File: config.mk
export PLATFORM = sky130hd
export DESIGN_NAME = instr_mem_sync
export DESIGN_NICKNAME = d
export VERILOG_FILES = /design/src/rtl/instr_mem_pkg.sv /design/src/rtl/instr_mem_array.sv /design/src/rtl/instr_mem_sync.sv
export SDC_FILE = /design/constraint.sdc
export NUM_CORES = 2
export LEC_CHECK = 0
export BUFFER_PORTS_ARGS = -buffer_cell sky130_fd_sc_hd__buf_2
export CAP_MARGIN = 0
export CORE_ASPECT_RATIO = 2
export CORE_MARGIN = 2
export CORE_UTILIZATION = 25
export CTS_CLUSTER_SIZE = 30
export DETAILED_ROUTE_END_ITERATION = 8
export PLACE_DENSITY = 0.34
export SLEW_MARGIN = 20
export SYNTH_ARGS = -nofsm -noshare
export SYNTH_HDL_FRONTEND = slang
export SYNTH_SLANG_ARGS = --single-unit
export TNS_END_PERCENT = 10
File: constraint.sdc
create_clock -name clk -period 7.5 [get_ports clk]
set_input_delay 1.125 -clock clk [delete_from_list [all_inputs] [get_ports clk]]
set_output_delay 1.125 -clock clk [all_outputs]
set_load 0.05 [all_outputs]
File: src/rtl/instr_mem_pkg.sv
// Shared types and helpers for the synchronous instruction memory.
// Word and address typedefs live in the top module because their widths depend on its parameters.
package instr_mem_pkg;

  typedef enum logic [1:0] {
    IDLE = 2'd0,
    LOAD = 2'd1,
    RUN  = 2'd2
  } imem_state_t;

  // Fill bit for the default NOP word (all zeros).
  localparam logic IMEM_NOP_FILL = 1'b0;

  // Addresses are widened to 32 bits so that non-power-of-2 depths compare correctly.
  function automatic logic addr_in_range(input int unsigned addr, input int unsigned depth);
    return addr < depth;
  endfunction

endpackage

File: src/rtl/instr_mem_array.sv
// 1R1W synchronous instruction storage.
// There is no reset, so the array can be mapped onto block RAM.
module instr_mem_array #(
  parameter int unsigned DEPTH = 256,
  parameter int unsigned WIDTH = 9,
  parameter int unsigned AW    = $clog2(DEPTH)
) (
  input  logic             clk,
  input  logic             we,
  input  logic [AW-1:0]    waddr,
  input  logic [WIDTH-1:0] wdata,
  input  logic             re,
  input  logic [AW-1:0]    raddr,
  output logic [WIDTH-1:0] rdata
);

  logic [WIDTH-1:0] mem [DEPTH];

  // rdata keeps its value whenever re is low; the top level relies on this to hold the output.
  always_ff @(posedge clk) begin
    if (we) mem[waddr] <= wdata;
    if (re) rdata <= mem[raddr];
  end

endmodule

File: src/rtl/instr_mem_sync.sv
// Synchronous instruction memory with a host load port and a registered fetch port.
// An IDLE/LOAD/RUN mode FSM selects between loading the program and fetching from it.
module instr_mem_sync
  import instr_mem_pkg::*;
#(
  parameter int unsigned ROM_DEPTH   = 256,
  parameter int unsigned INSTR_WIDTH = 9,
  parameter int unsigned ADDR_WIDTH  = $clog2(ROM_DEPTH),
  parameter logic [INSTR_WIDTH-1:0] NOP_WORD = {INSTR_WIDTH{IMEM_NOP_FILL}}
) (
  input  logic                   clk,
  input  logic                   rst_n,
  input  logic                   load_en,
  input  logic                   load_we,
  input  logic [ADDR_WIDTH-1:0]  load_addr,
  input  logic [INSTR_WIDTH-1:0] load_data,
  input  logic                   fetch_req,
  input  logic [ADDR_WIDTH-1:0]  fetch_addr,
  input  logic                   stall,
  output logic [INSTR_WIDTH-1:0] instr_out,
  output logic                   instr_valid,
  output logic                   addr_fault,
  output logic                   run_mode
);

  typedef logic [INSTR_WIDTH-1:0] instr_t;
  typedef logic [ADDR_WIDTH-1:0]  iaddr_t;

  imem_state_t state;
  instr_t      rd_data;
  logic        nop_sel;
  logic        fetch_ok;
  logic        write_ok;
  logic        fetch_go;
  logic        write_go;
  iaddr_t      rd_addr;

  assign fetch_ok = addr_in_range(32'(fetch_addr), ROM_DEPTH);
  assign write_ok = addr_in_range(32'(load_addr), ROM_DEPTH);

  // A fetch is accepted only in RUN when neither a stall nor a switch back to LOAD is pending.
  assign fetch_go = (state == RUN) && fetch_req && !stall && !load_en;
  assign write_go = (state == LOAD) && load_we;
  assign rd_addr  = fetch_addr;

  instr_mem_array #(
    .DEPTH (ROM_DEPTH),
    .WIDTH (INSTR_WIDTH),
    .AW    (ADDR_WIDTH)
  ) u_array (
    .clk   (clk),
    .we    (write_go && write_ok),
    .waddr (load_addr),
    .wdata (load_data),
    .re    (fetch_go && fetch_ok),
    .raddr (rd_addr),
    .rdata (rd_data)
  );

  // nop_sel masks the RAM output after reset, a flush or an out-of-range fetch.
  assign instr_out = nop_sel ? NOP_WORD : rd_data;

  always_ff @(posedge clk or negedge rst_n) begin
    if (!rst_n) begin
      state       <= IDLE;
      nop_sel     <= 1'b1;
      instr_valid <= 1'b0;
      addr_fault  <= 1'b0;
      run_mode    <= 1'b0;
    end else begin
      case (state)
        IDLE: begin
          if (load_en) state <= LOAD;
        end
        LOAD: begin
          instr_valid <= 1'b0;
          nop_sel     <= 1'b1;
          if (load_we) addr_fault <= !write_ok;
          if (!load_en) begin
            state    <= RUN;
            run_mode <= 1'b1;
          end
        end
        RUN: begin
          // While stalled every output register simply holds.
          if (!stall) begin
            if (load_en) begin
              state       <= LOAD;
              run_mode    <= 1'b0;
              instr_valid <= 1'b0;
              nop_sel     <= 1'b1;
            end else if (fetch_req) begin
              instr_valid <= 1'b1;
              nop_sel     <= !fetch_ok;
              addr_fault  <= !fetch_ok;
            end else begin
              instr_valid <= 1'b0;
            end
          end
        end
        default: begin
          state <= IDLE;
        end
      endcase
    end
  end

endmodule
==> flow_summary.toml <==
[run_status]
status = "finished clean"

[power_and_ir_drop]
p_int_uw = 20600
p_sw_uw = 6120
p_sw_share_pct = 22.9
finalPower_uw = 26800
ir_drop_mv = 0.199
power_frac_comb_pct = 5.4
power-per-cell-area_mw_per_mm2 = 260
pwr-share-seq_pct = 53.3
p_leak_uw = 0.0309
clock_power_share_pct = 41.3

[worst_setup_path]
cp-start-kind = "input pin"
crit_end = "u_array.rdata[2]"
rrSetupSlack_ps = 3490
endpoint_kind = "register"
setup.worst_path.class = "in2reg"
reg2reg_depth = 4
critical_path_required_ps = 8140
arrival_ps = 4900
crit_path_start = "fetch_addr[0]"
r2r_end = "u_array.mem[193][8]"
cp_max_fo = 34
r2r_start = "state[1]"

[drt]
drt_wl_total_um = 307000
drc_errors = 0
wl_per_cell_um = 33.1
drtIter0Drc = 2869
first_pass_iters = 9
ant_nets = 0
detailroute.via_count = 42597
viasPerCell = 4.59

[global_route]
grt.total_usage_pct = 16.7
met2_usage_pct = 34.4
use_met1_pct = 17.0
overflow = 0
grt_pass1_vias = 46001
antenna_found_initial = 19
grt_pass1_wl_um = 415000
grt_max_degree = 139
busiest_layer = "met2"
use_met3_pct = 1.79

[yosys]
synth_top_family_by_area = "multiplexers"
yosys_warnings = 0
synth_xor_area_share_pct = 0
synth.distinct_cells = 55
netlist_area_sq_mm = 0.0896
synthAdderAreaFrac_pct = 0
yosysTopAreaCellShare_pct = 77.5
synthTopCellsByArea = "edfxtp_1, mux4_2, mux2i_1, a22oi_1, nor2_1"
synth_top_cell_by_area = "edfxtp_1"
synth-compound-area-share_pct = 3.63
yosysSeqAreaShare_pct = 77.7
synthMuxAreaShare_pct = 14.3
ys.flop_type = "edfxtp_1"
syn_area_per_cell_sq_um = 21.1
async_flop_share_pct = 0.216
syn-num-nets = 4268
synthSimpleGateAreaFrac_pct = 2.61
yosys_register_bits = 2318
syn_inst = 4237
synth_edf_count = 2313

[min_path]
hp-class = "reg2reg"
holdPathStages = 1

[timing]
slew_headroom_pct = 21.1
whs_ps = 507
rsz0062_at_grt = "no"
slew_viol_final = 0
worst_pin_slew_ps = 1180
setup_viol_count_final = 0
fin_crit_sh_pct = 56.8
finalHoldViolCount = 0
post-route-min-period_ps = 4260
max_freq_mhz = 235
clock_skew_ps = 57.9
finalSetupTns_ps = 0

[clock_tree]
cts_max_path_buffers = 4
cts_sinks = 2318
cts_tree = "built"
post_cts_resized = 0
path_clk_slew_ps = 70
numCtsBuffers = 223
ctsHoldBuffers = 1
clk_latency_ps = 930
ctsHtreeMaxLevel = 4
cts-root-buf = "clkbuf_16"
postCtsSetupRepairBufs = 0

[floorplanning]
start_util_pct = 25.1
die_w_um = 427
pin_count = 43
rows = 310
core_sq_mm = 0.356
fp.dieH_um = 851
die_area_sq_mm = 0.363

[place]
dpl.hpwl_um = 201000
port_buffers = 41
gp_congestion = 0.809

[layout]
final_common_cell = "edfxtp_1"
drive_gt1_share_pct = 24.5
num-nets-final = 4452
most-common-layout-cells = "edfxtp_1, mux4_2, nor2_1"
layout-area-overhead-vs-synth_pct = 15.1

[flow_run]
max_cap_viol_count = 0
Yosys cell counts, types with 9 or more instances:
cell and number:
a211oi_1 19, a21oi_1 112, a22oi_1 200, buf_1 16, buf_2 52, buf_4 26
buf_6 33, clkbuf_1 125, edfxtp_1 2313, mux2i_1 176, mux4_2 489, nand2_1 42
nand3_1 34, nor2_1 294, nor2b_1 34, nor3_1 33, nor4_1 31, o211ai_1 9
o21ai_0 18, o221ai_1 45, o22ai_1 31
power groups by stage:
| stage | Combinational, uW | Clock [uW] | Sequential [uW] |
|---|---|---|---|
| 4_1_cts | 1520 | 11400 | 14300 |
| 6_report | 1450 | 11000 | 14300 |
| 3_5_place_dp | 1520 | 0 | 14600 |
| 3_3_place_gp | 1490 | 0 | 14500 |
| 2_1_floorplan | 686 | 0 | 14600 |
| 5_1_grt | 1540 | 11800 | 14300 |
layout make-up:
cell class	instances	area (sq um)
Multi-Input combinational cell	1648	18800
Clock inverter	109	882
Antenna cell	9	22.5
Clock buffer	281	5840
Sequential cell	2318	69600
Fill cell	34771	253000
Tap cell	4680	5860
Inverter	6	22.5
Timing Repair Buffer	224	2070
state kept, by name (all words and copies together) (netlist names):
register       count
u_array.mem     2304
u_array.rdata      9
state              2
instr_valid        1
nop_sel            1
run_mode           1
logic make-up after synthesis:
family / count (synthesis)
other cells: 1
mux: 667
buf+inv: 271
compound gates: 468
flops: 2318
simple gates: 512
routing by layer:
| layer | share of wire (%) | vias to the layer above |
|---|---|---|
| met5 | 0.0036 | - |
| met4 | 3.2 | 2 |
| met3 | 3.0 | 331 |
| met2 | 60 | 804 |
| met1 | 34 | 23363 |
| li1 | - | 18097 |
through the flow:
step	setup slack (ps)	cell area (sq um)	instances	util, %
global placement	1140	95900	8859	26.9
global route	3060	103000	9270	28.9
finish	3240	103000	9275	28.9
floorplan	4380	89600	4237	-
CTS	2960	103000	9265	28.9
detailed placement	1970	96300	8874	27.0
worst max-delay path: stages:
cell      delay [ps]
buf_8            450
buf_4            350
buf_4            540
mux4_2           630
a22oi_1          240
a21boi_0         180
buf_4            200
nor4_1           920
nor4_2            90
worst min-delay path by stage:
stage | endpoint | slack (ps) | startpoint
after global placement | instr_valid | 500 | instr_valid
after CTS | state[0] | 410 | load_en
after floorplan | nop_sel | 520 | state[0]
after detailed placement | instr_valid | 500 | instr_valid
final | instr_valid | 510 | instr_valid
after global routing | state[0] | 470 | load_en
No activity file was read; power rests on OpenSTA's default activity.
